==> src/rtl/rs_pkg.sv <==
// Shared types and constants for the adder reservation-station bank.
// Tags are one-hot; station k owns tag bit k.
package rs_pkg;

  localparam int TAG_W = 6;

  localparam logic [2:0] UNIT_ADDER = 3'b000;

  localparam logic [2:0] OP_ADD = 3'b000;
  localparam logic [2:0] OP_SUB = 3'b001;
  localparam logic [2:0] OP_OR  = 3'b100;
  localparam logic [2:0] OP_AND = 3'b101;
  localparam logic [2:0] OP_NOT = 3'b110;
  localparam logic [2:0] OP_XOR = 3'b111;

  typedef enum logic [1:0] {
    FREE,
    WAIT,
    READY,
    EXEC
  } rs_state_e;

endpackage

==> src/rtl/rs_entry.sv <==
// One adder reservation station: operand capture, CDB snoop and
// the FREE -> WAIT/READY -> EXEC -> FREE lifecycle.
module rs_entry
  import rs_pkg::*;
#(
  parameter int DATA_W = 32,
  parameter int IDX    = 0
) (
  input  logic              clock,
  input  logic              reset,
  input  logic              alloc,
  input  logic [2:0]        alloc_op,
  input  logic [DATA_W-1:0] alloc_vj,
  input  logic [DATA_W-1:0] alloc_vk,
  input  logic [TAG_W-1:0]  alloc_qj,
  input  logic [TAG_W-1:0]  alloc_qk,
  input  logic              grant,
  input  logic              cdb_valid,
  input  logic [TAG_W-1:0]  cdb_tag,
  input  logic [DATA_W-1:0] cdb_value,
  output logic              is_free,
  output logic              is_ready,
  output logic              done,
  output logic [2:0]        op,
  output logic [DATA_W-1:0] vj,
  output logic [DATA_W-1:0] vk
);

  localparam logic [TAG_W-1:0] OWN = TAG_W'(1) << IDX;

  rs_state_e        state;
  logic [TAG_W-1:0] qj;
  logic [TAG_W-1:0] qk;
  logic             hit_j;
  logic             hit_k;

  assign hit_j    = cdb_valid && (qj != '0) && (qj == cdb_tag);
  assign hit_k    = cdb_valid && (qk != '0) && (qk == cdb_tag);
  assign done     = cdb_valid && (state == EXEC) && (cdb_tag == OWN);
  assign is_free  = (state == FREE);
  assign is_ready = (state == READY);

  // Lifecycle: load on allocation, wake on CDB, release on own result
  always_ff @(posedge clock or posedge reset) begin
    if (reset) begin
      state <= FREE;
      op    <= '0;
      vj    <= '0;
      vk    <= '0;
      qj    <= '0;
      qk    <= '0;
    end else begin
      case (state)
        FREE: begin
          if (alloc) begin
            op <= alloc_op;
            vj <= alloc_vj;
            vk <= alloc_vk;
            qj <= alloc_qj;
            qk <= alloc_qk;
            if (alloc_qj == '0 && alloc_qk == '0) state <= READY;
            else state <= WAIT;
          end
        end
        WAIT: begin
          if (hit_j) begin
            vj <= cdb_value;
            qj <= '0;
          end
          if (hit_k) begin
            vk <= cdb_value;
            qk <= '0;
          end
          if ((qj == '0 || hit_j) && (qk == '0 || hit_k))
            state <= READY;
        end
        READY: if (grant) state <= EXEC;
        EXEC:  if (done) state <= FREE;
        default: state <= FREE;
      endcase
    end
  end

endmodule

==> src/rtl/adder_reservation_stations.sv <==
// Adder reservation-station bank: allocator, status table, dispatch.
// ADDER_RS_AGE_EN: dispatch oldest READY station, else lowest index.
module adder_reservation_stations
  import rs_pkg::*;
#(
  parameter int NUM_RS   = 3,
  parameter int DATA_W   = 32,
  parameter int NUM_REGS = 32
) (
  input  logic              clock,
  input  logic              reset,
  input  logic              issue,
  input  logic [5:0]        operation,
  input  logic [4:0]        Dest_address,
  input  logic [4:0]        A_address,
  input  logic [4:0]        B_address,
  input  logic [DATA_W-1:0] rf_a_data,
  input  logic [DATA_W-1:0] rf_b_data,
  input  logic              cdb_valid,
  input  logic [5:0]        cdb_tag,
  input  logic [DATA_W-1:0] cdb_value,
  input  logic              adder_ready,
  output logic              adder_start,
  output logic [2:0]        adder_op,
  output logic [DATA_W-1:0] adder_a,
  output logic [DATA_W-1:0] adder_b,
  output logic [5:0]        adder_tag,
  output logic              adder_available,
  output logic [5:0]        adder_RS_available,
  output logic [5:0]        RS_issued,
  output logic [5:0]        RS_executing_adder,
  output logic [5:0]        RS_finished,
  output logic              issue_error
);

  logic [NUM_RS-1:0] free_v;
  logic [NUM_RS-1:0] ready_v;
  logic [NUM_RS-1:0] done_v;
  logic [NUM_RS-1:0] alloc_v;
  logic [NUM_RS-1:0] sel_oh;
  logic [NUM_RS-1:0] grant_v;
  logic [2:0]        ent_op [NUM_RS];
  logic [DATA_W-1:0] ent_vj [NUM_RS];
  logic [DATA_W-1:0] ent_vk [NUM_RS];

  logic [TAG_W-1:0]  status [NUM_REGS];
  logic [TAG_W-1:0]  free_tag;
  logic [TAG_W-1:0]  st_a;
  logic [TAG_W-1:0]  st_b;
  logic [TAG_W-1:0]  qj_in;
  logic [TAG_W-1:0]  qk_in;
  logic [DATA_W-1:0] vj_in;
  logic [DATA_W-1:0] vk_in;
  logic              accept;
  logic              reject;
  logic              sel_any;
  logic [2:0]        d_op;
  logic [DATA_W-1:0] d_a;
  logic [DATA_W-1:0] d_b;

  for (genvar k = 0; k < NUM_RS; k++) begin : g_rs
    rs_entry #(
      .DATA_W (DATA_W),
      .IDX    (k)
    ) u_rs (
      .clock     (clock),
      .reset     (reset),
      .alloc     (alloc_v[k]),
      .alloc_op  (operation[2:0]),
      .alloc_vj  (vj_in),
      .alloc_vk  (vk_in),
      .alloc_qj  (qj_in),
      .alloc_qk  (qk_in),
      .grant     (grant_v[k]),
      .cdb_valid (cdb_valid),
      .cdb_tag   (cdb_tag),
      .cdb_value (cdb_value),
      .is_free   (free_v[k]),
      .is_ready  (ready_v[k]),
      .done      (done_v[k]),
      .op        (ent_op[k]),
      .vj        (ent_vj[k]),
      .vk        (ent_vk[k])
    );
  end

  // Lowest free station is the next allocation target
  always_comb begin
    free_tag = '0;
    for (int k = NUM_RS - 1; k >= 0; k--)
      if (free_v[k]) free_tag = TAG_W'(1) << k;
  end

  assign adder_available    = |free_v;
  assign adder_RS_available = free_tag;
  assign accept  = issue && (operation[5:3] == UNIT_ADDER) && (|free_v);
  assign reject  = issue && !accept;
  assign alloc_v = accept ? free_tag[NUM_RS-1:0] : '0;

  // Source operands: register file, pending tag, or same-cycle CDB bypass
  always_comb begin
    st_a  = status[A_address];
    st_b  = status[B_address];
    vj_in = rf_a_data;
    qj_in = '0;
    vk_in = rf_b_data;
    qk_in = '0;
    if (st_a != '0) begin
      if (cdb_valid && cdb_tag == st_a) begin
        vj_in = cdb_value;
      end else begin
        vj_in = '0;
        qj_in = st_a;
      end
    end
    if (st_b != '0) begin
      if (cdb_valid && cdb_tag == st_b) begin
        vk_in = cdb_value;
      end else begin
        vk_in = '0;
        qk_in = st_b;
      end
    end
  end

`ifdef ADDER_RS_AGE_EN
  localparam int AGE_W = $clog2(NUM_RS) + 1;

  logic [AGE_W-1:0] age [NUM_RS];
  logic [AGE_W-1:0] best;
  logic [AGE_W-1:0] busy_cnt;
  logic [AGE_W-1:0] gone_age;
  logic             gone;

  // Age is the rank among occupied stations; 0 is the oldest
  always_comb begin
    busy_cnt = '0;
    gone     = 1'b0;
    gone_age = '0;
    for (int k = 0; k < NUM_RS; k++) begin
      if (!free_v[k] && !done_v[k]) busy_cnt = busy_cnt + AGE_W'(1);
      if (done_v[k]) begin
        gone     = 1'b1;
        gone_age = age[k];
      end
    end
  end

  // New stations rank behind survivors; a departure closes the gap
  always_ff @(posedge clock or posedge reset) begin
    if (reset) begin
      for (int k = 0; k < NUM_RS; k++) age[k] <= '0;
    end else begin
      for (int k = 0; k < NUM_RS; k++) begin
        if (alloc_v[k])
          age[k] <= busy_cnt;
        else if (gone && !free_v[k] && age[k] > gone_age)
          age[k] <= age[k] - AGE_W'(1);
      end
    end
  end
`endif

  // Dispatch select and operand mux for the granted station
  always_comb begin
    sel_oh  = '0;
    sel_any = 1'b0;
`ifdef ADDER_RS_AGE_EN
    best = '0;
    for (int k = 0; k < NUM_RS; k++) begin
      if (ready_v[k] && (!sel_any || age[k] < best)) begin
        sel_oh    = '0;
        sel_oh[k] = 1'b1;
        best      = age[k];
        sel_any   = 1'b1;
      end
    end
`else
    for (int k = 0; k < NUM_RS; k++) begin
      if (ready_v[k] && !sel_any) begin
        sel_oh[k] = 1'b1;
        sel_any   = 1'b1;
      end
    end
`endif
    grant_v = adder_ready ? sel_oh : '0;
    d_op = '0;
    d_a  = '0;
    d_b  = '0;
    for (int k = 0; k < NUM_RS; k++) begin
      if (sel_oh[k]) begin
        d_op = ent_op[k];
        d_a  = ent_vj[k];
        d_b  = ent_vk[k];
      end
    end
  end

  // Register status: rename on issue beats clearing by the CDB
  always_ff @(posedge clock or posedge reset) begin
    if (reset) begin
      for (int r = 0; r < NUM_REGS; r++) status[r] <= '0;
    end else begin
      for (int r = 0; r < NUM_REGS; r++) begin
        if (accept && Dest_address == 5'(r))
          status[r] <= free_tag;
        else if (cdb_valid && status[r] == cdb_tag)
          status[r] <= '0;
      end
    end
  end

  // Registered adder interface and per-station progress pulses
  always_ff @(posedge clock or posedge reset) begin
    if (reset) begin
      adder_start        <= 1'b0;
      adder_op           <= '0;
      adder_a            <= '0;
      adder_b            <= '0;
      adder_tag          <= '0;
      RS_issued          <= '0;
      RS_executing_adder <= '0;
      RS_finished        <= '0;
      issue_error        <= 1'b0;
    end else begin
      adder_start        <= |grant_v;
      RS_issued          <= accept ? free_tag : '0;
      RS_executing_adder <= TAG_W'(grant_v);
      RS_finished        <= TAG_W'(done_v);
      issue_error        <= reject;
      if (|grant_v) begin
        adder_op  <= d_op;
        adder_a   <= d_a;
        adder_b   <= d_b;
        adder_tag <= TAG_W'(grant_v);
      end
    end
  end

endmodule

==> config.mk <==
export PLATFORM = sky130hd
export DESIGN_NAME = adder_reservation_stations
export DESIGN_NICKNAME = d
export VERILOG_FILES = /design/src/rtl/rs_pkg.sv /design/src/rtl/rs_entry.sv /design/src/rtl/adder_reservation_stations.sv
export SDC_FILE = /design/constraint.sdc
export NUM_CORES = 1
export LEC_CHECK = 0
export CORE_MARGIN = 1
export CORE_UTILIZATION = 35
export DETAILED_ROUTE_END_ITERATION = 12
export PLACE_DENSITY_LB_ADDON = 0.25
export REMOVE_ABC_BUFFERS = 1
export SLEW_MARGIN = 20
export SYNTH_ARGS = -nofsm -noshare
export SYNTH_HDL_FRONTEND = slang
export SYNTH_SLANG_ARGS = --single-unit
==> constraint.sdc <==
create_clock -name clock -period 30.7 [get_ports clock]
set_clock_uncertainty 0.15 [all_clocks]
set_input_delay 9.21 -clock clock [delete_from_list [all_inputs] [get_ports clock]]
set_output_delay 9.21 -clock clock [all_outputs]
set_load 0.02 [all_outputs]
Word-level counts from Yosys, hierarchy flattened
Cells that the tools add are included.
- input bits: 128
- flip-flop bits (word level): 519
- output and inout port bits: 100
- logic and storage cells: 485
- order comparisons: 2
- bitwise gates (word level): 2
- equality and inequality tests: 101
- mux-type cells: 149
- reductions and logical operators: 172
- operator list (cell ; number):
    two-way mux 32 bit ; 22
    two-way mux 6 bit ; 86
    one-hot mux 32 bit (2 select lines) ; 6
    == test 6 bit ; 40
    logical AND 1 bit ; 93
    == test 5 bit (second input constant) ; 16
    one-hot mux 6 bit (2 select lines) ; 6
    nonzero test 2 bit ; 35
    binary-select mux 6 bit (select 5 bit) ; 2
    zero test 6 bit ; 8
    nonzero test 6 bit ; 8
    == test 5 x 4 -> 1 bit (second input constant) ; 8
    two-way mux 2 bit ; 13
    inequality test 2 x 1 -> 1 bit (second input constant) ; 12
    one-hot mux 2 bit (4 select lines) ; 3
    two-way mux 3 bit ; 7
    == test 5 x 3 -> 1 bit (second input constant) ; 4
    AND reduction 3 bit ; 6
    == test 2 bit (second input constant) ; 6
    greater-or-equal comparator 6 bit (second input constant) ; 2
    inequality test 2 bit (second input constant) ; 6
    NOT 5 -> 6 bit ; 2
    AND reduction 4 bit ; 3
    == test 5 x 2 -> 1 bit (second input constant) ; 2
    other kinds (13) ; 30

Depth between registers and ports, before layout
- depth after elaboration: 13
- mapped depth: 14

Cells and area by module
From an unflattened synthesis, not the netlist that was laid out.
- cells, all modules: 2799
- area total of the unflattened synthesis: 26212.6 sq um
- by module, submodules not included (module ; area each (sq um) ; instances ; cells each):
    adder_reservation_stations ; 12788.5 ; 1 ; 1412
    rs_entry at g_rs[0].u_rs ; 4732.0 ; 1 ; 513
    rs_entry at g_rs[1].u_rs ; 4346.7 ; 1 ; 437
    rs_entry at g_rs[2].u_rs ; 4345.4 ; 1 ; 437

Least setup slack after synthesis
OpenSTA, ideal clock, no wires.
- kind: input -> register
- start point: in A_address[1]
- end point: reg g_rs[1].u_rs.vj[0]
- setup time: 0.126 ns
- cell stages on the path: 12
- arrival time: 11.686 ns
- setup slack: 18.738 ns
- path through: buf_6 -> buf_8 -> mux4_2 -> nand2b_1 -> a31oi_1 -> a21o_1 -> buf_2 -> and4_4 -> o41ai_4 -> a21oi_2 -> buf_4 -> a221o_1
- word-level cells in the longest chain between the ends: 10
- RTL lines (what ; RTL line ; source):
    from (decl) ; adder_reservation_stations.sv:15 ; input logic [4:0] A_address,
    NOT 5 -> 6 bit (implied by the code) * ; adder_reservation_stations.sv:102 ; st_a = status[A_address];
    binary-select mux 6 bit (select 5 bit) * ; adder_reservation_stations.sv:102 ;
    two-way mux 6 bit (implied by the code) * (2 in series) ; adder_reservation_stations.sv:102 ;
    == test 6 bit ; adder_reservation_stations.sv:109 ; if (cdb_valid && cdb_tag == st_a) begin
    logical AND 1 bit ; adder_reservation_stations.sv:109 ;
    two-way mux 32 bit ; adder_reservation_stations.sv:109 ;
    two-way mux 32 bit * ; adder_reservation_stations.sv:108 ; if (st_a != '0) begin
    two-way mux 32 bit * ; rs_entry.sv:55 ; if (alloc) begin
    one-hot mux 32 bit (2 select lines) * ; rs_entry.sv:53 ; case (state)
    to (signal assigned) ; rs_entry.sv:57 ; vj <= alloc_vj;
    to (signal assigned) ; rs_entry.sv:67 ; vj <= cdb_value;
    to (decl) ; rs_entry.sv:25 ; output logic [DATA_W-1:0] vj,
Mark *: on every way between the ends. The rest lies on a longest branch, timed or not. The select of a mux whose other input is x is not followed.
A chain may end at the register's enable or synchronous reset.

Worst setup path after layout
- start point: in B_address[2]
- end point: reg g_rs[1].u_rs.vk[25]
- word-level cells in the longest chain between the ends: 10
- RTL lines (what ; RTL line ; source):
    from (decl) ; adder_reservation_stations.sv:16 ; input logic [4:0] B_address,
    NOT 5 -> 6 bit (implied by the code) * ; adder_reservation_stations.sv:103 ; st_b = status[B_address];
    binary-select mux 6 bit (select 5 bit) * ; adder_reservation_stations.sv:103 ;
    two-way mux 6 bit (implied by the code) * (2 in series) ; adder_reservation_stations.sv:103 ;
    == test 6 bit ; adder_reservation_stations.sv:117 ; if (cdb_valid && cdb_tag == st_b) begin
    logical AND 1 bit ; adder_reservation_stations.sv:117 ;
    two-way mux 32 bit ; adder_reservation_stations.sv:117 ;
    two-way mux 32 bit * ; adder_reservation_stations.sv:116 ; if (st_b != '0) begin
    two-way mux 32 bit * ; rs_entry.sv:55 ;
    one-hot mux 32 bit (2 select lines) * ; rs_entry.sv:53 ;
    to (signal assigned) ; rs_entry.sv:58 ; vk <= alloc_vk;
    to (signal assigned) ; rs_entry.sv:71 ; vk <= cdb_value;
    to (decl) ; rs_entry.sv:26 ; output logic [DATA_W-1:0] vk
Marked as above.

==> out/qor.yml <==
status: "finished clean"
clockBufferDepth: 3
drt_iter0_markers: 1754
placement.io_buffers: 212
final_common_cell: "dfrtp_1"
timing.final.crit_share_pct: 43.38
io-pin-count: 228
rsz0062_at_grt: "false"
netlist_instances: 2369
synth-main-ff-cell: "dfrtp_1"
antenna_found_initial: 2
ys_seq_area_share_pct: 45.76
worst_path_most_repeated_cell: "a21oi_1"
start_util_pct: 35.56
drtAntennaViolNets: 0
cts_root_buf: "clkbuf_16"
drt-total-wl_mm: 74.46
vias: 19227
routed_via_density: 5.769
setup_viol: 0
cp-startpoint: "B_address[2]"
overflow: 0
drtPass1Iterations: 6
synth_cell_types: 64
grt_max_degree: 121
area.sequential_um2: 10060
relSlewSlack_pct: 25.09
syn_area_per_cell_um2: 9.279
maxCapViolations: 0
grt_pass1_vias: 19379
worstHoldStart: "adder_b[7]"
die_w_um: 252.6
p_leak_nw: 11.91
wl_per_cell_um: 22.34
end_kind: "flip-flop"
fillers: 5972
cts_setup_buffers: 0
core_area_um2: 61830
tritoncts: "done"
period_needed_ps: 13320
crit_arrival_ps: 13600
crit_fanout: 31
ys_warn_count: 0
multi_input_area_um2: 10860
final_cell_mix: "dfrtp_1 (402), nand2_1 (285), nor2_1 (264)"
rows: 91
clkTransAtPathRegs_ps: 60
crit_type: "in -> reg"
ctsHoldBuffers: 0
cts_max_level: 2
grt_pass1_wl_mm: 115.0
finalHoldViolCount: 0
worst_pin_slew_ps: 1124
synth-edff-count: 0
start_kind: "input port"
drive_gt1_share_pct: 6.816
r2r-start: "status[145]"
place_worst_setup_slack_ps: 16880
route.detailed.drc: 0
nets: 2602
worst_path_largest_cell_delay_ps: 900
hold_class: "reg -> reg"
ir_worst_vdd_mv: 0.05683
die_area_um2: 63810
place.gp.congestion: 0.9219
syn_area_um2: 21980
slew_violations: 0
cp.required_ps: 30980
die_h_um: 252.6
postCtsResizedCells: 0
setup-tns-final_ps: 0
crit_path_top_delay_cell: "o22a_2"
hpwl_mm: 45.85
area_delta_synth_final_pct: 18.86
p_per_area_nw_per_um2: 83.72
cp_cell_sequence: "clkdlybuf4s50_1 -> nor2b_1 -> a22oi_1 -> a21oi_1 -> a31oi_1 -> a21oi_1 -> nor3_1 -> o41ai_2 -> o22a_2 -> o21ai_0"
total_power_w: 0.002187
clk_latency_ps: 600
grtUsageTotal_pct: 23.10
synthArstFlopShare_pct: 100.0
synth-seq-cells: 402
fmax_mhz: 75.09
finalWorstSetupSlack_ps: 17380
clock_sinks: 402
numCtsBuffers: 46
[worst paths after layout]
check,end,slack (ps),cells after the start
hold reg to reg,adder_b[7],320,2
setup / recovery,g_rs[1].u_rs.vk[25],17380,10
min in group asynchronous,status[152],9040,2
max in group asynchronous,g_rs[2].u_rs.vk[13],18920,4
setup reg to reg,g_rs[1].u_rs.vk[25],26650,9
hold / removal,adder_b[7],320,2
[cell usage after synthesis, drive strengths merged (3+ instances only)]
cell | n | share of area, %
or3 | 5 | 0.14
o31ai | 8 | 0.27
a22oi | 59 | 2.1
nand3 | 19 | 0.43
inv | 59 | 1.0
ha | 12 | 0.68
nor4b | 4 | 0.16
and2 | 7 | 0.20
o22a | 4 | 0.16
o22ai | 5 | 0.14
xor2 | 95 | 3.8
mux4 | 16 | 1.6
o21ai | 119 | 2.7
nor3b | 6 | 0.20
a21oi | 222 | 5.1
a22o | 135 | 5.4
a21o | 80 | 2.7
mux2 | 9 | 0.46
nand2b | 14 | 0.40
nand3b | 3 | 0.10
nor3 | 8 | 0.18
buf | 72 | 2.0
xnor2 | 17 | 0.68
o221ai | 42 | 1.7
nor4 | 34 | 0.97
a211oi | 6 | 0.20
clkbuf | 148 | 2.5
nand2 | 285 | 4.9
a311oi | 4 | 0.16
a221o | 87 | 4.0
nor2b | 9 | 0.26
a31oi | 11 | 0.31
o31a | 3 | 0.12
dfrtp | 402 | 46
nor2 | 270 | 4.6
mux2i | 64 | 2.9
[power breakdown]
part           internal [W]  total, W  switching [W]
Combinational      0.000318  0.000856       0.000539
Sequential         0.000679  0.000770      0.0000907
Clock              0.000329  0.000561       0.000232
[metrics by stage]
stage          hold WS, ps  utilization [%]  cell area (um2)  std cells
5_1_grt              356.5            42.26            26130       3332
3_3_place_gp         310.7            39.77            24590       3251
6_report             322.5            42.26            26130       3333
3_5_place_dp         319.1            39.77            24590       3251
2_1_floorplan        306.2                -            21050       2163
4_1_cts              331.8            42.24            26120       3331
[area by class of cell]
type                    instances  share of cell area [%]
inverters                      60                  0.8907
multi-input cells            1701                   41.55
well taps                     837                   4.008
clock inverters                13                  0.7231
flip-flops and latches        402                   38.50
diodes                          2                 0.01916
repair buffers                251                   9.175
clock buffers                  67                   5.129
[worst max-delay path, delay by kind of cell]
family	cells	cell delay, ps
compound gates	7	2810
buf+inv	1	870
simple gates	2	680
[flip-flops by register name (all words and copies together) (netlist names), 6 cells and up]
register	count
adder_a	32
g_rs.u_rs.vk	96
status	96
g_rs.u_rs.state	6
g_rs.u_rs.qj	9
adder_b	32
g_rs.u_rs.vj	96
g_rs.u_rs.qk	9
g_rs.u_rs.op	9
[cell families after synthesis]
group	after synthesis	synth area share, %
muxes	89	5.015
buffers and inverters	280	5.521
xor gates and xnor gates	112	4.462
and+or+nand+nor	677	13.01
other	1	0.01706
adders and majority gates	12	0.6830
DFF	402	45.76
AOI/OAI and AO/OA	796	25.53
[per-layer routing]
metal / vias to the layer above / global-route usage (%) / routed length [um]
li1: 8684 / - / -
met1: 9636 / 31.86 / 32810
met2: 761 / 36.31 / 34170
met3: 144 / 3.852 / 5070
met4: 2 / 8.468 / 2390
met5: - / 0 / 17
No activity file was read; power rests on OpenSTA's default activity.
